[src/rtl/ads8688_pkg.sv]
// Shared definitions for the ADS8688 scan scheduler: command words,
// channel-to-command mapping and the scheduler state encoding.
package ads8688_pkg;

  localparam logic [15:0] CMD_NO_OP    = 16'h0000;
  localparam logic [15:0] CMD_MAN_BASE = 16'hC000;

  typedef enum logic [1:0] {
    IDLE  = 2'd0,
    ISSUE = 2'd1,
    WAIT  = 2'd2,
    GAP   = 2'd3
  } state_t;

  // MAN_Ch_n command: channel index lives in bits [12:10]
  function automatic logic [15:0] man_cmd(input logic [2:0] ch);
    return CMD_MAN_BASE | {3'b000, ch, 10'b0};
  endfunction

endpackage

[src/rtl/ads8688_scan_sched_if.sv]
// Frame bus between the scan scheduler and the manual-channel SPI controller.
interface ads8688_scan_sched_if;
  // manchn_start is a one-cycle request carrying chsel; chsel holds until the
  // controller answers with a one-cycle manchn_done, ch_data valid with it.
  logic        manchn_start;
  logic [15:0] chsel;
  logic        manchn_done;
  logic [15:0] ch_data;

  modport master (
    output manchn_start,
    output chsel,
    input  manchn_done,
    input  ch_data
  );

  modport slave (
    input  manchn_start,
    input  chsel,
    output manchn_done,
    output ch_data
  );
endinterface

[src/rtl/ads8688_next_ch.sv]
// Finds the lowest enabled channel above the current index, or the lowest
// enabled channel overall when 'first' is set.
module ads8688_next_ch #(
  parameter int NCH = 8
) (
  input  logic [NCH-1:0] mask,
  input  logic [2:0]     cur,
  input  logic           first,
  output logic [2:0]     nxt,
  output logic           none
);

  // Descending scan so the lowest qualifying index is the one left standing
  always_comb begin
    none = 1'b1;
    nxt  = 3'd0;
    for (int i = NCH - 1; i >= 0; i--) begin
      if (mask[i] && (first || (3'(i) > cur))) begin
        none = 1'b0;
        nxt  = 3'(i);
      end
    end
  end

endmodule

[src/rtl/ads8688_scan_sched.sv]
// Scan scheduler for the ADS8688: walks the enabled channel mask, issues one
// manual-channel frame per channel plus a trailing NO_OP, realigns the data.
module ads8688_scan_sched
  import ads8688_pkg::*;
#(
  parameter int NCH     = 8,
  parameter int TIMEOUT = 1000
) (
  input  logic                 clk,
  input  logic                 arstn,
  input  logic                 scan_start,
  input  logic                 scan_cont,
  input  logic [NCH-1:0]       ch_en,
  input  logic [15:0]          period,
  ads8688_scan_sched_if.master spi,
  output logic                 scan_busy,
  output logic                 result_valid,
  output logic [2:0]           result_ch,
  output logic [15:0]          result_data,
  output logic                 result_last,
  output logic                 scan_done,
  output logic                 scan_err,
  output state_t               dbg_state
);

  localparam int TW = $clog2(TIMEOUT + 1);

  state_t         state;
  logic [NCH-1:0] mask_q;
  logic [2:0]     cur_ch;
  logic           cur_noop;
  logic [2:0]     prev_ch;
  logic           prev_vld;
  logic [15:0]    gap_cnt;
  logic [TW-1:0]  to_cnt;

  logic           srch_first;
  logic [NCH-1:0] srch_mask;
  logic [2:0]     nx_ch;
  logic           nx_none;

  // A new scan searches the live mask from channel 0; mid-scan uses the latched mask
  assign srch_first = (state == IDLE) || (state == GAP);
  assign srch_mask  = srch_first ? ch_en : mask_q;

  ads8688_next_ch #(.NCH(NCH)) u_next_ch (
    .mask  (srch_mask),
    .cur   (cur_ch),
    .first (srch_first),
    .nxt   (nx_ch),
    .none  (nx_none)
  );

  assign scan_busy = (state != IDLE);
  assign dbg_state = state;

  always_ff @(posedge clk or negedge arstn) begin
    if (!arstn) begin
      state            <= IDLE;
      mask_q           <= '0;
      cur_ch           <= 3'd0;
      cur_noop         <= 1'b0;
      prev_ch          <= 3'd0;
      prev_vld         <= 1'b0;
      gap_cnt          <= 16'd0;
      to_cnt           <= '0;
      spi.manchn_start <= 1'b0;
      spi.chsel        <= CMD_NO_OP;
      result_valid     <= 1'b0;
      result_ch        <= 3'd0;
      result_data      <= 16'd0;
      result_last      <= 1'b0;
      scan_done        <= 1'b0;
      scan_err         <= 1'b0;
    end else begin
      spi.manchn_start <= 1'b0;
      result_valid     <= 1'b0;
      result_last      <= 1'b0;
      scan_done        <= 1'b0;
      scan_err         <= 1'b0;

      case (state)
        IDLE: begin
          if (scan_start && !nx_none) begin
            mask_q           <= ch_en;
            state            <= ISSUE;
            spi.manchn_start <= 1'b1;
            spi.chsel        <= man_cmd(nx_ch);
            cur_ch           <= nx_ch;
            cur_noop         <= 1'b0;
            prev_vld         <= 1'b0;
          end
        end

        ISSUE: begin
          state  <= WAIT;
          to_cnt <= TW'(1);
        end

        WAIT: begin
          if (spi.manchn_done) begin
            // Frame k returns the conversion commanded in frame k-1
            if (prev_vld) begin
              result_valid <= 1'b1;
              result_ch    <= prev_ch;
              result_data  <= spi.ch_data;
            end
            if (cur_noop) begin
              result_last <= 1'b1;
              scan_done   <= 1'b1;
              gap_cnt     <= period;
              state       <= scan_cont ? GAP : IDLE;
            end else begin
              prev_ch          <= cur_ch;
              prev_vld         <= 1'b1;
              state            <= ISSUE;
              spi.manchn_start <= 1'b1;
              if (nx_none) begin
                spi.chsel <= CMD_NO_OP;
                cur_noop  <= 1'b1;
              end else begin
                spi.chsel <= man_cmd(nx_ch);
                cur_ch    <= nx_ch;
              end
            end
          end else if (to_cnt == TW'(TIMEOUT - 1)) begin
            scan_err <= 1'b1;
            state    <= IDLE;
          end else begin
            to_cnt <= to_cnt + TW'(1);
          end
        end

        GAP: begin
          if (gap_cnt == 16'd0) begin
            if (nx_none) begin
              state <= IDLE;
            end else begin
              mask_q           <= ch_en;
              state            <= ISSUE;
              spi.manchn_start <= 1'b1;
              spi.chsel        <= man_cmd(nx_ch);
              cur_ch           <= nx_ch;
              cur_noop         <= 1'b0;
              prev_vld         <= 1'b0;
            end
          end else begin
            gap_cnt <= gap_cnt - 16'd1;
          end
        end

        default: state <= IDLE;
      endcase
    end
  end

endmodule

[src/flat_wrapper.sv]
// flat-port wrapper written by rule: the top's interface ports become plain ports
module ads8688_scan_sched_flat import ads8688_pkg::*;
#(
  parameter int NCH     = 8,
  parameter int TIMEOUT = 1000
)
  (clk, arstn, scan_start, scan_cont, ch_en, period, scan_busy, result_valid, result_ch, result_data, result_last, scan_done, scan_err, dbg_state, spi_manchn_start, spi_chsel, spi_manchn_done, spi_ch_data);
  ads8688_scan_sched_if spi_i ();
  input  logic clk;
  input  logic arstn;
  input  logic scan_start;
  input  logic scan_cont;
  input  logic [NCH-1:0] ch_en;
  input  logic [15:0] period;
  output logic scan_busy;
  output logic result_valid;
  output logic [2:0] result_ch;
  output logic [15:0] result_data;
  output logic result_last;
  output logic scan_done;
  output logic scan_err;
  output state_t dbg_state;
  output wire logic [$bits(spi_i.manchn_start)-1:0] spi_manchn_start;
  output wire logic [$bits(spi_i.chsel)-1:0] spi_chsel;
  input wire logic [$bits(spi_i.manchn_done)-1:0] spi_manchn_done;
  input wire logic [$bits(spi_i.ch_data)-1:0] spi_ch_data;
  assign spi_manchn_start = spi_i.manchn_start;
  assign spi_chsel = spi_i.chsel;
  assign spi_i.manchn_done = spi_manchn_done;
  assign spi_i.ch_data = spi_ch_data;
  ads8688_scan_sched #(.NCH(NCH), .TIMEOUT(TIMEOUT)) u_core (.clk(clk), .arstn(arstn), .scan_start(scan_start), .scan_cont(scan_cont), .ch_en(ch_en), .period(period), .spi(spi_i), .scan_busy(scan_busy), .result_valid(result_valid), .result_ch(result_ch), .result_data(result_data), .result_last(result_last), .scan_done(scan_done), .scan_err(scan_err), .dbg_state(dbg_state));
endmodule
[config.mk]
export PLATFORM = sky130hd
export DESIGN_NAME = ads8688_scan_sched_flat
export DESIGN_NICKNAME = d
export VERILOG_FILES = /design/src/rtl/ads8688_pkg.sv /design/src/rtl/ads8688_scan_sched_if.sv /design/src/rtl/ads8688_next_ch.sv /design/src/rtl/ads8688_scan_sched.sv /design/src/flat_wrapper.sv
export SDC_FILE = /design/constraint.sdc
export NUM_CORES = 1
export LEC_CHECK = 0
export BUFFER_PORTS_ARGS = -buffer_cell sky130_fd_sc_hd__buf_2
export CAP_MARGIN = 20
export CORE_UTILIZATION = 59
export CTS_CLUSTER_DIAMETER = 120
export DETAILED_ROUTE_END_ITERATION = 6
export GPL_ROUTABILITY_DRIVEN = 0
export HOLD_SLACK_MARGIN = 0.15
export PLACE_DENSITY = 0.93
export SETUP_SLACK_MARGIN = 0.2
export SLEW_MARGIN = 20
export SYNTH_ARGS = -nofsm -noshare
export SYNTH_HDL_FRONTEND = slang
export SYNTH_HIERARCHICAL = 1
export SYNTH_SLANG_ARGS = --single-unit
[constraint.sdc]
create_clock -name clk -period 8.21 [get_ports clk]
set_input_delay 1.642 -clock clk [delete_from_list [all_inputs] [get_ports clk]]
set_output_delay 1.642 -clock clk [all_outputs]
set_load 0.01 [all_outputs]
==> impl_metrics.csv, run 1 <==
group,metric,value,unit
run_status,status,"completed",
timing,hold_viol_final,0,
setup_path,cp_slowest_cell,"mux2_2",
setup_path,worstPathBufferInverterCount,1,
drt,firstDrtPassIters,5,
clock_network,ctsRootBufferMaster,"clkbuf_8",
timing,min_period,3710,ps
clock_network,cts_made_buffers,9,
global_routing,grt_first_pass_wirelength,14700,um
setup_path,critical_path.startpoint,"ch_en[5]",
layout,final_common_cell,"buf_2",
clock_network,clk_pin_slew_worst_paths,80,ps
global_routing,groute.usage.overall,26.6,%
setup_path,critPathMaxFanout,9,
setup_path,reg2reg_slack,4640,ps
yosys,netlist_instances,376,
setup_path,crit_chain,"buf_2 > mux2_2 > nor3b_1 > o22ai_1 > nor2b_2 > nor3b_2 > o21bai_1 > a21oi_1 > nand3_1 > mux2_2",
yosys,synth_edf_count,0,
drt,drt_iter0_drc,299,
timing,tightestPinTransition,952,ps
drt,met1_length,3860,um
timing,timing.final.crit_share,45.2,%
global_routing,overflow,0,
global_routing,grt_pass1_vias,3181,
pwr,peakVddDrop,0.217,mV
clock_network,cts.path.max_buffers,2,
timing,setup_violations,0,
yosys,ys.warnings.count,6,
drt,route.met3.wl,515,um
setup_path,arrival,3950,ps
floorplan,row_count,29,
pwr,power_leakage,2.07,nW
timing,slew_viol_final,0,
setup_path,startpoint_type,"input pin",
pwr,p_total,0.00174,W
drt,drc_errors,0,
drt,num_vias,3207,
setup_path,crit_type,"in -> reg",
setup_path,critical_path.max_stage_delay,370,ps
yosys,synth_cell_types,59,
timing,fin_skew,13.9,ps
yosys,syn_area,3920,um2
layout,syn2layout_area_growth,13.8,%
yosys,syn_area_per_cell,10.4,um2
setup_path,critPathMostFrequentCell,"mux2_2",
hold_path,min_path_type,"reg -> reg",
layout,mostFrequentLayoutCells,"76 x buf_2, 71 x dfrtp_1, 42 x mux2_2",
layout,n_antenna_cell,0,
setup_path,worst_r2r_startpoint,"u_core/dbg_state[0]",
yosys,async_reset_ff_share,100,%
clock_network,cts_sinks,71,
yosys,ys.flop_type,"dfrtp_1",
layout,finalNonFillerCells,531,
clock_network,holdBufCountCts,0,
drt,top_layer,"met4",
floorplan,die_w,83.6,um
drt,via_per_inst,6.04,
layout,final_nets,500,
run,maxCapViolations,0,
timing,grt_setup_unrepaired,"false",
setup_path,crit_path_end_kind,"flop",
global_routing,grt_max_degree,72,
setup_path,crit_family,"simple AND/OR/NAND/NOR gates",
clock_network,cts-htree-levels,3,
floorplan,die_h,83.6,um
timing,tns,0,ps
drt,routedWlPerCell,16.4,um
clock_network,cts_resized,0,
timing,relSlewSlack,35.9,%
setup_path,cp.required,8450,ps
layout,drive_gt1_share,32.6,%
place,dp_cells,515,
drt,wl,8690,um
timing,fmax,269,MHz
clock_network,tritoncts,"done",
place,io_buffers,76,
pwr,cellPowerDensity,391,nW/um2
floorplan,initial_core_util,61.4,%
global_routing,antenna_found_initial,0,
clock_network,postCtsSetupRepairBufs,0,
place,hpwl,6090,um
floorplan,core,6390,um2
floorplan,die_area,6980,um2
hold_path,hp-start,"u_core/result_ch[2]",
clock_network,clk_latency,360,ps
layout,final_core_util,69.9,%
yosys,ys_ff_latch,71,
floorplan,io_pins,88,
drt,ant_nets,0,
yosys,ys_seq_area_share,45.3,%
drt,route.met2.wl,4150,um
timing,whs,502,ps
==> state kept, by name, indices dropped and copies added (netlist names) <==
register and cells:
u_core/result_data 16, u_core/prev_ch 3, u_core/scan_err 1, u_core/to_cnt 10, u_core/scan_done 1, u_core/result_ch 3
u_core/spi.chsel 4, u_core/gap_cnt 16, u_core/cur_ch 3, u_core/result_valid 1, u_core/mask_q 8, u_core/prev_vld 1
u_core/cur_noop 1, u_core/spi.manchn_start 1, u_core/dbg_state 2
==> path summary, 6_finish.rpt <==
kind | endpoint | cells past startpoint
max | u_core/cur_ch[0] | 10
max in group asynchronous | u_core/to_cnt[5] | 2
min reg2reg | u_core/result_ch[2] | 1
min | u_core/result_ch[2] | 1
max reg2reg | u_core/cur_ch[0] | 11
min in group asynchronous | u_core/gap_cnt[2] | 2
==> synthesized netlist by cell type, drive strengths merged (4+ instances only) <==
cell / instances / area [um2]
nor3: 6 / 40.0
a21oi: 18 / 90.1
buf: 19 / 143
nor2: 19 / 71.3
xnor2: 6 / 52.6
o31ai: 4 / 30.0
mux2: 42 / 473
nor4: 5 / 46.3
nand2: 23 / 86.3
nand3: 16 / 80.1
a31oi: 8 / 50.1
nand2b: 9 / 56.3
mux2i: 5 / 50.1
a22oi: 5 / 37.5
a21o: 4 / 30.0
o21ai: 23 / 126
and3: 6 / 38.8
dfrtp: 71 / 1780
o22ai: 4 / 25.0
a22o: 6 / 52.6
inv: 12 / 45.0
nor2b: 11 / 71.3
ha: 6 / 75.1
clkbuf: 7 / 26.3
==> metal layers <==
layer,vias up,global-route usage (%)
met5,-,0
met4,0,10.6
met3,23,6.03
met2,138,43.2
met1,1543,34.7
li1,1503,-
==> power breakdown <==
group | switching (W) | total [W] | internal, W
Clock | 0.000141 | 0.000260 | 0.000119
Combinational | 0.000466 | 0.000865 | 0.000399
Sequential | 0.000129 | 0.000620 | 0.000490
==> area by class of cell <==
cell class                      count  area (um2)
Timing Repair Buffer               78         395
Tap cell                           77        96.3
Fill cell                         460        1920
Clock buffer                       10         138
Clock inverter                      6        43.8
Inverter                           12        45.0
Multi-Input combinational cell    277        1970
Sequential cell                    71        1780
==> logic make-up after synthesis <==
family	synth area share, %
xor gates and xnor gates	1.56
muxes	13.3
buffers and inverters	5.45
AOI/OAI and AO/OA	16.4
adders and majority gates	1.91
and+or+nand+nor	16.0
other	0.0956
DFF	45.3
==> stage by stage <==
step | area (um2) | worst slack, ps
floorplan | 3960 | 4640
global placement | 4280 | 4370
detailed placement | 4280 | 4210
CTS | 4470 | 4560
global route | 4470 | 4350
finish | 4470 | 4500
(Power assumes the default switching activity.)
==> run 2, diff against run 1 <==
--- a/config.mk
+++ b/config.mk
@@ -5,14 +5,15 @@
 export SDC_FILE = /design/constraint.sdc
 export NUM_CORES = 1
 export LEC_CHECK = 0
+export ABC_AREA = 1
 export BUFFER_PORTS_ARGS = -buffer_cell sky130_fd_sc_hd__buf_2
 export CAP_MARGIN = 20
-export CORE_UTILIZATION = 59
+export CORE_UTILIZATION = 50
 export CTS_CLUSTER_DIAMETER = 120
 export DETAILED_ROUTE_END_ITERATION = 6
 export GPL_ROUTABILITY_DRIVEN = 0
 export HOLD_SLACK_MARGIN = 0.15
-export PLACE_DENSITY = 0.93
+export PLACE_DENSITY = 0.84
 export SETUP_SLACK_MARGIN = 0.2
 export SLEW_MARGIN = 20
 export SYNTH_ARGS = -nofsm -noshare
==> constraint.sdc (replaced) <==
create_clock -name clk -period 3.3 [get_ports clk]
set_input_delay 0.66 -clock clk [delete_from_list [all_inputs] [get_ports clk]]
set_output_delay 0.66 -clock clk [all_outputs]
set_load 0.01 [all_outputs]
==> run 2 against run 1 <==
Net effect: combinational power grew to 2.6 times the previous value; clock power grew to 2.7 times the previous value; hold slack worse by 130 ps; clock skew is 3.4 ps lower; global-route usage is 4.3 points lower; wire length is 7.3% higher; synthesized cell count is 49% higher; synthesized area is 4.7% higher; sequential power is 140% higher; worst setup slack worse by 4000 ps; critical path depth is 8 higher.
==> impl_metrics.csv, run 2 <==
group,metric,value,unit
setup_path,worstPathBufferInverterCount,5,
timing,grt_setup_unrepaired,"false",
clock_network,holdBufCountCts,0,
setup_path,cp_slowest_cell,"dfrtp_1",
layout,reg_top3,"u_core/gap_cnt x16, u_core/result_data x16, u_core/to_cnt x10",
clock_network,postCtsSetupRepairBufs,0,
yosys,ys_seq_area_share,43.3,%
yosys,netlist_instances,561,
setup_path,critPathMostFrequentCell,"nand2_1",
yosys,ys_ff_latch,71,
drt,num_vias,3819,
layout,mostFrequentLayoutCells,"214 x nand2_1, 76 x buf_2, 71 x dfrtp_1",
drt,routedWlPerCell,12.6,um
setup_path,crit_type,"reg -> reg",
yosys,synthAdderAreaFrac,1.83,%
drt,drt_iter0_drc,230,
clock_network,cts-htree-levels,3,
timing,fin_skew,10.5,ps
drt,drc_errors,0,
drt,wl,9320,um
setup_path,crit_family,"simple AND/OR/NAND/NOR gates",
floorplan,die_h,92.6,um
yosys,muxShareOfSynthArea,0.274,%
run_status,status,"completed",
setup_path,crit_path_end_kind,"flop",
global_routing,overflow,0,
clock_network,cts_made_buffers,9,
yosys,ys_top_cells_by_area,"dfrtp_1 43%, nand2_1 20%, nor2_1 5.3%",
clock_network,cts_sinks,71,
global_routing,grt_first_pass_wirelength,15100,um
timing,tns,0,ps
floorplan,die_area,8580,um2
yosys,yosysMostFrequentCell,"nand2_1",
timing,min_period,2810,ps
place,hpwl,6740,um
layout,syn2layout_area_growth,14.8,%
setup_path,crit_chain,"inv_1 > ha_4 > inv_1 > inv_2 > nand2_4 > o21ai_2 > nand2_1 > nor3_2 > inv_1 > nor2_2 > inv_2 > nand2_1 > nand2_1 > nand2_1 > a21oi_1 > nand2_4 > nand2_1 > o21ai_2",
timing,slew_viol_final,0,
yosys,syn_area,4110,um2
yosys,synthSimpleGateAreaFrac,33.9,%
pwr,peakVddDrop,0.400,mV
layout,final_common_cell,"nand2_1",
setup_path,arrival,3090,ps
timing,fmax,355,MHz
yosys,synth_top_area_cell,"dfrtp_1",
global_routing,grt_pass1_vias,3538,
yosys,synth_top_cell_area_share,43.3,%
setup_path,cp.required,3580,ps
yosys,async_reset_ff_share,100,%
setup_path,critPathMaxFanout,17,
timing,relSlewSlack,50.2,%
pwr,power_leakage,2.55,nW
hold_path,min_path_type,"in -> async",
layout,fill_cells,717,
yosys,ys.warnings.count,6,
timing,timing.final.crit_share,85.3,%
timing,tightestPinTransition,747,ps
floorplan,initial_core_util,52.3,%
clock_network,ctsRootBufferMaster,"clkbuf_8",
pwr,cellPowerDensity,943,nW/um2
global_routing,groute.usage.overall,22.3,%
setup_path,critical_path.max_stage_delay,470,ps
run,maxCapViolations,0,
global_routing,grt_max_degree,40,
floorplan,die_w,92.6,um
pwr,p_total,0.00445,W
timing,setup_violations,0,
clock_network,clk_pin_slew_worst_paths,80,ps
yosys,synth_common_cells,"214 x nand2_1, 71 x dfrtp_1, 58 x nor2_1",
yosys,synth_edf_count,0,
yosys,ys.flop_type,"dfrtp_1",
place,io_buffers,76,
floorplan,io_pins,88,
floorplan,row_count,32,
drt,firstDrtPassIters,5,
layout,final_nets,686,
yosys,synth_compound_area_share,9.96,%
layout,n_antenna_cell,0,
yosys,synth_cell_types,38,
clock_network,clk_latency,350,ps
floorplan,core,7850,um2
clock_network,tritoncts,"done",
timing,hold_viol_final,0,
yosys,synth_xor_area_share,1.07,%
layout,drive_gt1_share,21.3,%
drt,via_per_inst,5.15,
clock_network,cts.path.max_buffers,2,
yosys,synth_top_family_by_area,"simple AND/OR/NAND/NOR gates",
global_routing,antenna_found_initial,0,
setup_path,startpoint_type,"flop",
drt,ant_nets,0,
yosys,syn_area_per_cell,7.32,um2
run 2: cell count changes in the layout (fill, tap and decap cells not counted), moves of 10 or more:
cell	before	now
o21ai_2	0	16
inv_1	12	49
mux2_2	42	1
nand2_1	23	214
nor2b_1	10	0
nand3_1	16	28
nor2_1	19	57
run 2: final timing paths:
kind | start | end | slack, ps | cells after the start
max | u_core/dbg_state[1] | u_core/mask_q[6] | 490 | 18
min | arstn | u_core/scan_err | 370 | 1
max reg2reg | u_core/dbg_state[1] | u_core/mask_q[6] | 490 | 18
min reg2reg | u_core/result_data[7] | u_core/result_data[7] | 480 | 2
max in group asynchronous | arstn | u_core/prev_ch[1] | 2250 | 2
min in group clk | u_core/result_data[7] | u_core/result_data[7] | 480 | 2
run 2: cell families (layout without fill, tap and decap cells):
logic type	Yosys count	after routing
and+or+nand+nor	331	331
buffers and inverters	81	150
DFF	71	71
AOI/OAI and AO/OA	65	65
adders and majority gates	6	6
xor gates and xnor gates	5	5
other	1	11
muxes	1	1
run 2: through the flow:
step / utilization, % / instances / setup slack [ps] / hold WS [ps] / cell area, um2
6_report: 60.1 / 742 / 486 / 371 / 4720
5_1_grt: 60.1 / 742 / 289 / 412 / 4720
4_1_cts: 59.9 / 742 / 242 / 381 / 4700
3_5_place_dp: 57.3 / 726 / 258 / 462 / 4500
3_3_place_gp: 57.3 / 726 / 475 / 453 / 4500
2_1_floorplan: - / 571 / 443 / 364 / 4150
run 2: layer usage:
layer  global-route usage (%)  vias up  part of all wire [%]
li1                         -     1890                     -
met1                     27.1     1769                    43
met2                     37.3      138                    49
met3                     4.11       22                   5.5
met4                     12.6        0                   2.6
met5                        0        -                     0
run 2: cell type report:
type                    instances  area (um2)  area share, %
flip-flops and latches         71        1780           37.7
multi-input cells             419        1990           42.2
clock inverters                 7        77.6           1.64
clock buffers                   9         124           2.63
repair buffers                 79         415           8.81
well taps                     102         128           2.71
inverters                      55         206           4.38
run 2: report_power, final:
part           switching (W)  internal (W)
registers           0.000262       0.00121
logic                0.00146      0.000810
clock network       0.000349      0.000357
run 2: repair_timing:
action | CTS | global route
gates resized for setup | 0 | 3
hold endpoints to repair | 0 | 0
endpoints found under the setup margin | 0 | 19
==> run 3, diff against run 2 <==
--- a/config.mk
+++ b/config.mk
@@ -8,14 +8,15 @@
 export ABC_AREA = 1
 export BUFFER_PORTS_ARGS = -buffer_cell sky130_fd_sc_hd__buf_2
 export CAP_MARGIN = 20
-export CORE_UTILIZATION = 50
+export CORE_UTILIZATION = 45
 export CTS_CLUSTER_DIAMETER = 120
 export DETAILED_ROUTE_END_ITERATION = 6
 export GPL_ROUTABILITY_DRIVEN = 0
 export HOLD_SLACK_MARGIN = 0.15
-export PLACE_DENSITY = 0.84
+export PLACE_DENSITY = 0.78
+export REMOVE_ABC_BUFFERS = 1
 export SETUP_SLACK_MARGIN = 0.2
-export SLEW_MARGIN = 20
+export SLEW_MARGIN = 30
 export SYNTH_ARGS = -nofsm -noshare
 export SYNTH_HDL_FRONTEND = slang
 export SYNTH_HIERARCHICAL = 1
==> run 3 against run 2 <==
Net effect: total power down 0.95%; critical path depth unchanged; sequential share of layout area down 0.10 points; global-route usage down 2.7 points; clock skew down 2.3 ps; register-to-register slack better by 60 ps; combinational power down 2%.
==> impl_metrics.csv, run 3 (synthesized netlist as in run 2, its figures left out) <==
group,metric,value,unit
global_routing,grt_max_degree,27,
drt,ant_nets,0,
pwr,intPower,0.00238,W
global_routing,grt_first_pass_wirelength,15300,um
pwr,switching_share,46.0,%
pwr,p_seq_share,33.2,%
layout,final_common_cell,"nand2_1",
floorplan,row_count,34,
drt,via_per_inst,4.94,
layout,drive_gt1_share,21.5,%
layout,reg_top3,"u_core/gap_cnt x16, u_core/result_data x16, u_core/to_cnt x10",
run,maxCapViolations,0,
global_routing,overflow,0,
floorplan,core,8760,um2
layout,mostFrequentLayoutCells,"214 x nand2_1, 76 x buf_2, 71 x dfrtp_1",
drt,drc_errors,0,
clock_network,holdBufCountCts,0,
clock_network,postCtsSetupRepairBufs,0,
timing,tns,0,ps
clock_network,cts_made_buffers,9,
global_routing,grt_pass1_vias,3505,
setup_path,crit_path_end_kind,"flop",
timing,tightestPinTransition,544,ps
place,io_buffers,76,
hold_path,min_path_type,"in -> async",
clock_network,cts_sinks,71,
timing,timing.final.crit_share,83.3,%
clock_network,cts.path.max_buffers,2,
floorplan,die_h,97.5,um
pwr,power_leakage,2.55,nW
timing,grt_setup_unrepaired,"false",
floorplan,die_w,97.5,um
pwr,p_total,0.00441,W
clock_network,tritoncts,"done",
drt,num_vias,3707,
pwr,cellPowerDensity,932,nW/um2
run_status,status,"completed",
timing,slew_viol_final,0,
floorplan,die_area,9510,um2
layout,syn2layout_area_growth,15.1,%
timing,setup_violations,0,
timing,fin_skew,8.13,ps
timing,relSlewSlack,63.7,%
place,dp_cells,734,
clock_network,cts-htree-levels,3,
timing,hold_viol_final,0,
pwr,clkPwrFrac,16.2,%
setup_path,arrival,3020,ps
drt,drt_iter0_drc,164,
setup_path,crit_type,"reg -> reg",
global_routing,antenna_found_initial,0,
setup_path,critPathMaxFanout,17,
pwr,peakVddDrop,0.447,mV
global_routing,groute.usage.overall,19.6,%
layout,final_nets,688,
layout,n_antenna_cell,0,
place,hpwl,6470,um
clock_network,cts_resized,0,
clock_network,ctsRootBufferMaster,"clkbuf_8",
clock_network,clk_pin_slew_worst_paths,80,ps
setup_path,startpoint_type,"flop",
floorplan,io_pins,88,
floorplan,initial_core_util,46.9,%
clock_network,clk_latency,350,ps
layout,finalNonFillerCells,750,
pwr,p_switching,0.00203,W
drt,routedWlPerCell,11.7,um
timing,fmax,364,MHz
drt,firstDrtPassIters,4,
setup_path,cp.required,3570,ps
pwr,combPwrFrac,50.6,%
drt,wl,8790,um
timing,min_period,2750,ps
[run 3: changes by cell type in the layout (fill, tap and decap cells not counted), sizes merged]
cell and change:
buf +2, clkinvlp +1, inv -1
[run 3: cell type report]
cell class	instances	area [um2]
multi-input combinational	419	1990
fill	836	4040
tap	108	135
sequential	71	1780
timing repair buffer	81	418
clock inverter	7	80.1
inverter	55	206
clock buffer	9	124
[run 3: metrics by stage]
stage               hold slack [ps]  setup slack (ps)  utilization (%)  instance area [um2]
floorplan                       364               619                -                 3960
finish                          289               551             54.0                 4730
global route                    320               218             54.0                 4730
global placement                458               462             51.5                 4510
CTS                             296               216             53.8                 4710
detailed placement              462               228             51.5                 4510
[run 3: worst max-delay path: stages, from the launching register on]
cell and delay [ps]:
dfrtp_1 450, inv_1 120, ha_4 360, inv_1 110, inv_2 110, nand2_4 70
o21ai_2 130, nand2_1 110, nor3_2 150, inv_1 70, nor2_2 240, inv_2 70
nand2_1 60, nand2_1 60, nand2_1 90, a21oi_1 70, nand2_4 230, nand2_1 110
o21ai_2 60
[run 3: worst paths after layout]
check                                startpoint              endpoint  slack, ps  cells past startpoint
hold reg to reg            u_core/spi.chsel[12]  u_core/spi.chsel[12]        480                      2
hold / removal                            arstn      u_core/to_cnt[8]        290                      1
max in group asynchronous                 arstn    u_core/gap_cnt[11]       2280                      2
setup reg to reg            u_core/dbg_state[1]      u_core/mask_q[7]        550                     18
setup / recovery            u_core/dbg_state[1]      u_core/mask_q[7]        550                     18
min in group clk           u_core/spi.chsel[12]  u_core/spi.chsel[12]        480                      2
[run 3: layer usage]
metal | vias up | share of wire [%] | GRT usage (%)
met1 | 1697 | 46 | 24.9
li1 | 1893 | - | -
met5 | - | 0 | 0
met4 | 0 | 2.2 | 7.35
met2 | 99 | 48 | 32.4
met3 | 18 | 4.3 | 4.60
[run 3: power groups by stage]
| stage | clock [W] | sequential (W) | combinational, W |
|---|---|---|---|
| 3_3_place_gp | 0 | 0.00146 | 0.00209 |
| 6_report | 0.000715 | 0.00146 | 0.00223 |
| 3_5_place_dp | 0 | 0.00147 | 0.00218 |
| 2_1_floorplan | 0 | 0.00149 | 0.00156 |
| 4_1_cts | 0.000734 | 0.00146 | 0.00219 |
| 5_1_grt | 0.000774 | 0.00151 | 0.00254 |
